===== src/rtl/rtu_rq_extractor.sv =====
// rtu_rq_extractor: passive snooper on one port's WR fabric stream.
// Parses each frame's Ethernet header and issues one RTU lookup request.
module rtu_rq_extractor #(
    parameter int g_port_index = 0,
    parameter int g_port_width = 5,
    parameter int g_cnt_width  = 16
) (
    input  logic                    clk_sys_i,
    input  logic                    rst_n_i,
    input  logic                    snk_cyc_i,
    input  logic                    snk_stb_i,
    input  logic                    snk_stall_i,
    input  logic [1:0]              snk_adr_i,
    input  logic [15:0]             snk_dat_i,
    input  logic [11:0]             pvid_i,
    input  logic [2:0]              pprio_i,
    output logic                    rq_valid_o,
    input  logic                    rq_ack_i,
    output logic [47:0]             rq_dmac_o,
    output logic [47:0]             rq_smac_o,
    output logic [11:0]             rq_vid_o,
    output logic [2:0]              rq_prio_o,
    output logic                    rq_has_prio_o,
    output logic [g_port_width-1:0] rq_port_o,
    output logic [g_cnt_width-1:0]  drop_cnt_o,
    output logic [g_cnt_width-1:0]  abort_cnt_o
);

    typedef enum logic [1:0] {
        S_IDLE,
        S_HDR,
        S_ISSUE,
        S_WAIT_END
    } state_t;

    localparam logic [15:0] c_tpid_8021q = 16'h8100;
    localparam logic [g_cnt_width-1:0] c_cnt_max = '1;

    state_t      state;
    logic        cyc_d;
    logic [2:0]  wcnt;
    logic [47:0] dmac_q;
    logic [47:0] smac_q;
    logic [15:0] tci_q;
    logic        tagged_q;

    logic accept;
    logic data_word;
    logic cyc_rise;
    logic hdr_abort;
    logic issue_load;
    logic issue_drop;

    assign accept     = snk_cyc_i & snk_stb_i & ~snk_stall_i;
    assign data_word  = accept & (snk_adr_i == 2'd0);
    assign cyc_rise   = snk_cyc_i & ~cyc_d;
    assign hdr_abort  = (state == S_HDR) & ~snk_cyc_i;
    assign issue_load = (state == S_ISSUE) & (~rq_valid_o | rq_ack_i);
    assign issue_drop = (state == S_ISSUE) & rq_valid_o & ~rq_ack_i;

    assign rq_port_o = g_port_width'(g_port_index);

    // Resets high so a frame already in flight at reset release is not
    // mistaken for a new frame start.
    always_ff @(posedge clk_sys_i or negedge rst_n_i) begin
        if (!rst_n_i) cyc_d <= 1'b1;
        else          cyc_d <= snk_cyc_i;
    end

    always_ff @(posedge clk_sys_i or negedge rst_n_i) begin
        if (!rst_n_i) begin
            state    <= S_IDLE;
            wcnt     <= 3'd0;
            dmac_q   <= 48'd0;
            smac_q   <= 48'd0;
            tci_q    <= 16'd0;
            tagged_q <= 1'b0;
        end else begin
            case (state)
                S_IDLE: begin
                    if (cyc_rise) begin
                        state <= S_HDR;
                        wcnt  <= 3'd0;
                    end
                end
                S_HDR: begin
                    if (!snk_cyc_i) begin
                        state <= S_IDLE;
                    end else if (data_word) begin
                        wcnt <= wcnt + 3'd1;
                        case (wcnt)
                            3'd0: dmac_q[47:32] <= snk_dat_i;
                            3'd1: dmac_q[31:16] <= snk_dat_i;
                            3'd2: dmac_q[15:0]  <= snk_dat_i;
                            3'd3: smac_q[47:32] <= snk_dat_i;
                            3'd4: smac_q[31:16] <= snk_dat_i;
                            3'd5: smac_q[15:0]  <= snk_dat_i;
                            3'd6: begin
                                tagged_q <= (snk_dat_i == c_tpid_8021q);
                                if (snk_dat_i != c_tpid_8021q)
                                    state <= S_ISSUE;
                            end
                            3'd7: begin
                                tci_q <= snk_dat_i;
                                state <= S_ISSUE;
                            end
                            default: ;
                        endcase
                    end
                end
                S_ISSUE: begin
                    state <= S_WAIT_END;
                end
                S_WAIT_END: begin
                    if (cyc_rise) begin
                        state <= S_HDR;
                        wcnt  <= 3'd0;
                    end else if (!snk_cyc_i) begin
                        state <= S_IDLE;
                    end
                end
                default: state <= S_IDLE;
            endcase
        end
    end

    always_ff @(posedge clk_sys_i or negedge rst_n_i) begin
        if (!rst_n_i) begin
            rq_valid_o    <= 1'b0;
            rq_dmac_o     <= 48'd0;
            rq_smac_o     <= 48'd0;
            rq_vid_o      <= 12'd0;
            rq_prio_o     <= 3'd0;
            rq_has_prio_o <= 1'b0;
        end else begin
            unique case (1'b1)
                issue_load: begin
                    rq_valid_o    <= 1'b1;
                    rq_dmac_o     <= dmac_q;
                    rq_smac_o     <= smac_q;
                    rq_has_prio_o <= tagged_q;
                    rq_prio_o     <= tagged_q ? tci_q[15:13] : pprio_i;
                    // A zero VID in the tag is a priority-only tag.
                    rq_vid_o      <= (tagged_q && tci_q[11:0] != 12'd0)
                                     ? tci_q[11:0] : pvid_i;
                end
                (rq_valid_o & rq_ack_i): begin
                    rq_valid_o <= 1'b0;
                end
                default: ;
            endcase
        end
    end

    always_ff @(posedge clk_sys_i or negedge rst_n_i) begin
        if (!rst_n_i) begin
            drop_cnt_o  <= '0;
            abort_cnt_o <= '0;
        end else begin
            if (issue_drop && drop_cnt_o != c_cnt_max)
                drop_cnt_o <= drop_cnt_o + 1'b1;
            if (hdr_abort && abort_cnt_o != c_cnt_max)
                abort_cnt_o <= abort_cnt_o + 1'b1;
        end
    end

endmodule


===== config.mk =====
export PLATFORM = sky130hd
export DESIGN_NAME = rtu_rq_extractor
export DESIGN_NICKNAME = d
export VERILOG_FILES = /design/src/rtl/rtu_rq_extractor.sv
export SDC_FILE = /design/constraint.sdc
export NUM_CORES = 1
export LEC_CHECK = 0
export ABC_AREA = 1
export CAP_MARGIN = 25
export CORE_ASPECT_RATIO = 0.9
export CORE_MARGIN = 2
export CORE_UTILIZATION = 37
export CTS_CLUSTER_DIAMETER = 50
export DETAILED_ROUTE_END_ITERATION = 12
export GPL_TIMING_DRIVEN = 0
export PLACE_DENSITY = 0.62
export SLEW_MARGIN = 20
export SYNTH_ARGS = -nofsm -noshare
export SYNTH_HDL_FRONTEND = slang
export SYNTH_SLANG_ARGS = --single-unit

===== constraint.sdc =====
create_clock -name clk_sys_i -period 1.5 [get_ports clk_sys_i]
set_input_delay 0.3 -clock clk_sys_i [delete_from_list [all_inputs] [get_ports clk_sys_i]]
set_output_delay 0.3 -clock clk_sys_i [all_outputs]
set_load 0.02 [all_outputs]

==> flow_summary.toml <==
[timing]
max_slew.worst_pin.slew_ps = 633
final.setup.worst_slack_ps = -51.7
clock_skew_ps = 16.8
max_clock_freq_ghz = 0.644
slew_viol_final = 0
slew_headroom_pct = 57.8
setup_viol = 25
hold_ws_ps = -220
hold_viol_final = 81
period_minus_slack_ps = 1550
fin_crit_sh_pct = 103
rsz0062_at_grt = "yes"

[worst_setup_path]
arrival_ps = 1900
end_kind = "flip-flop"
critPathKind = "reg -> reg"
rrSetupSlack_ps = -50
worst_ep_required_time_ps = 1850
startpoint_type = "flip-flop"
crit_fanout = 7
max_stage_delay_ps = 440
reg2reg_to = "dmac_q[27]$_DFFE_PN0P_"
cp_cell_sequence = "inv_2, ha_4, inv_8, nor2_8, nand3_4, buf_8, nand2_2, o21ai_2"
slowest_stage = "dfrtp_2"
cp-endpoint = "dmac_q[27]$_DFFE_PN0P_"
worstRegToRegCells = 8

[clock_tree]
cts_root_buf = "clkbuf_16"
cts_made_buffers = 36
clockBufferDepth = 3
htreeDepth = 2
clock_latency_ps = 500
clock_sinks = 263
path_clk_slew_ps = 60
cts_tree = "done"

[power_and_ir_drop]
power_density_nw_per_um2 = 1590
vdd_drop_max_mv = 0.721
p_leak_nw = 7.74

[route]
wire_per_inst_um = 16.7
first_pass_iters = 5
routed-via-count = 9094
drc = 0
wl_met2_mm = 15.1
top_layer_used = "met4"
detail_route.vias_per_cell = 4.75
drt-total-wl_mm = 31.9
met3WireLength_mm = 1.56
ant_nets = 0
dr.first_iter.drc_count = 623
wl_met1_mm = 14.6

[synthesis]
yosys.area.top_type = "dfrtp_1"
yosys-top-cells-area = "dfrtp_1 60%, nand2_1 18%, o21ai_1 4.1%"
yosysSeqAreaShare_pct = 60.1
synth_compound_area_share_pct = 6.79
synth_top_family_by_area = "simple AND/OR/NAND/NOR gates"
async_reset_ff_share_pct = 100
syn-cell-area_um2 = 10900
synth_simple_gate_area_share_pct = 23.9
synthTopCellsByCount = "524 x nand2_1, 262 x dfrtp_1, 89 x o21ai_1"
synthCells = 1221
synth_ff_type = "dfrtp_1"
synth_mux_area_share_pct = 0
avgSynthCellArea_um2 = 8.96
synth_top_area_share_pct = 59.9
yosys.area_share.xor_xnor_pct = 2.16
synth-edff-count = 0
synthAdderAreaFrac_pct = 1.49
yosysMostFrequentCell = "nand2_1"
ys_warn_count = 0
ys_types = 34
synth-seq-cells = 263

[floorplan]
num_rows = 59
fp.dieArea_um2 = 31000
core-area_um2 = 29000
start_util_pct = 37.7
ios = 189
die_w_um = 185
dieHeight_um = 167

[global_routing]
antenna_found_initial = 1
grt_pass1_wl_mm = 49.4
grt_usage_pct = 20.6
grt-ovfl-total = 0
grt_max_degree = 93
grt_pass1_vias = 8888

[outcome]
failed_checks = "negative hold slack, negative setup slack"
status = "finished with violations"

[layout]
drive_gt1_share_pct = 25.7
fin_util_pct = 52.6
multi_input_area_um2 = 4180
n_fill_cell = 2658
seq_area_um2 = 6600
nets = 1547
syn_to_final_growth_pct = 39.6

[placement]
port_buffers = 183
gp_congestion = 0.868
dp_hpwl_mm = 20.8

[job]
maxCapViolations = 0

[min_path]
hp-class = "in -> async"
[power breakdown]
part | switching, W | internal, W | leakage, nW
logic | 0.00401 | 0.00267 | 3.62
registers | 0.000970 | 0.00843 | 3.56
clock network | 0.00309 | 0.00506 | 0.565
total | 0.00807 | 0.0162 | 7.74
[sequential cells by signal, indices dropped and copies added (netlist names), 3 cells and up, named ones only]
signal / count
abort_cnt_o: 16
dmac_q: 48
drop_cnt_o: 16
rq_dmac_o: 48
rq_prio_o: 3
rq_smac_o: 48
rq_vid_o: 12
smac_q: 48
tci_q: 15
wcnt: 3
[cell type report]
type	instances	area share, %
inverters	79	2.12
multi-input cells	827	27.4
clock inverters	14	0.926
well taps	396	3.24
clock buffers	47	6.57
flip-flops and latches	263	43.2
plain buffers	56	3.69
diodes	1	0.0164
repair buffers	232	12.9
[kinds of logic (layout without fill, tap and decap cells)]
kind of cell               count (synthesis)  after routing
and+or+nand+nor                          641            641
other                                      1              6
DFF                                      263            263
xor gates and xnor gates                  27             27
AOI/OAI and AO/OA                        141            141
buffers and inverters                    135            428
adders and majority gates                 13             13
[cell usage in the layout (no fill, tap or decap), types with 28 or more instances in the layout]
master | synthesis | final
nand2_1 | 524 | 487
dfrtp_1 | 262 | 252
o21ai_1 | 89 | 80
inv_1 | 75 | 66
clkbuf_2 | 0 | 61
buf_4 | 7 | 50
nor2_1 | 49 | 40
clkdlybuf4s15_1 | 0 | 40
clkbuf_16 | 0 | 39
nand2_2 | 5 | 36
clkdlybuf4s50_1 | 0 | 36
nand3_1 | 35 | 32
clkdlybuf4s15_2 | 0 | 31
o21ai_0 | 36 | 28
[per-stage QoR]
step                setup WS, ps  total power (W)  area, um^2  cells   TNS, ps
global placement          -12320           0.0156       13300   1804  -3093570
floorplan                  -76.3           0.0127       11000   1225     -2780
global route                -124           0.0255       15300   1915     -5530
CTS                       0.0686           0.0242       15100   1894         0
finish                     -51.7           0.0242       15300   1915      -698
detailed placement          -682           0.0157       13400   1806   -151850
[critical path, delay by kind of cell, from the launching register on]
kind	cells	cell delay (ps)
adder cells (fa/ha/maj)	1	170
AND/OR/NAND/NOR	3	420
AO/OA/AOI/OAI	1	40
buffers and inverters	3	340
flip-flops	1	440
[worst min path at each step]
stage                           start                          to  slack [ps]  cells after the start
3_3_place_gp   smac_q[32]$_DFFE_PN0P_   rq_smac_o[32]$_DFFE_PN0P_         450                      2
5_1_grt                       rst_n_i     rq_vid_o[6]$_DFFE_PN0P_        -170                      1
3_5_place_dp                  rst_n_i     rq_vid_o[6]$_DFFE_PN0P_         330                      1
6_report                      rst_n_i     rq_vid_o[6]$_DFFE_PN0P_        -220                      1
4_1_cts                       rst_n_i     rq_vid_o[6]$_DFFE_PN0P_        -200                      1
2_1_floorplan                 rst_n_i  asynchronous set/reset pin           4                      0
[per-layer routing]
metal,GRT usage (%),vias to the layer above
met1,29.9,4409
met2,32.5,249
li1,-,4387
met3,2.54,49
met5,0,-
met4,5.76,0
[repair_timing]
action / 4_1_cts / 5_1_grt
pin swaps: 8 / 16
cloned: 2 / 3
setup endpoints to repair: 406 / 239
resized for setup: 425 / 215
endpoints found under the hold margin: 81 / 81
setup buffers: 25 / 17
Power figures use the tool's default switching activity.
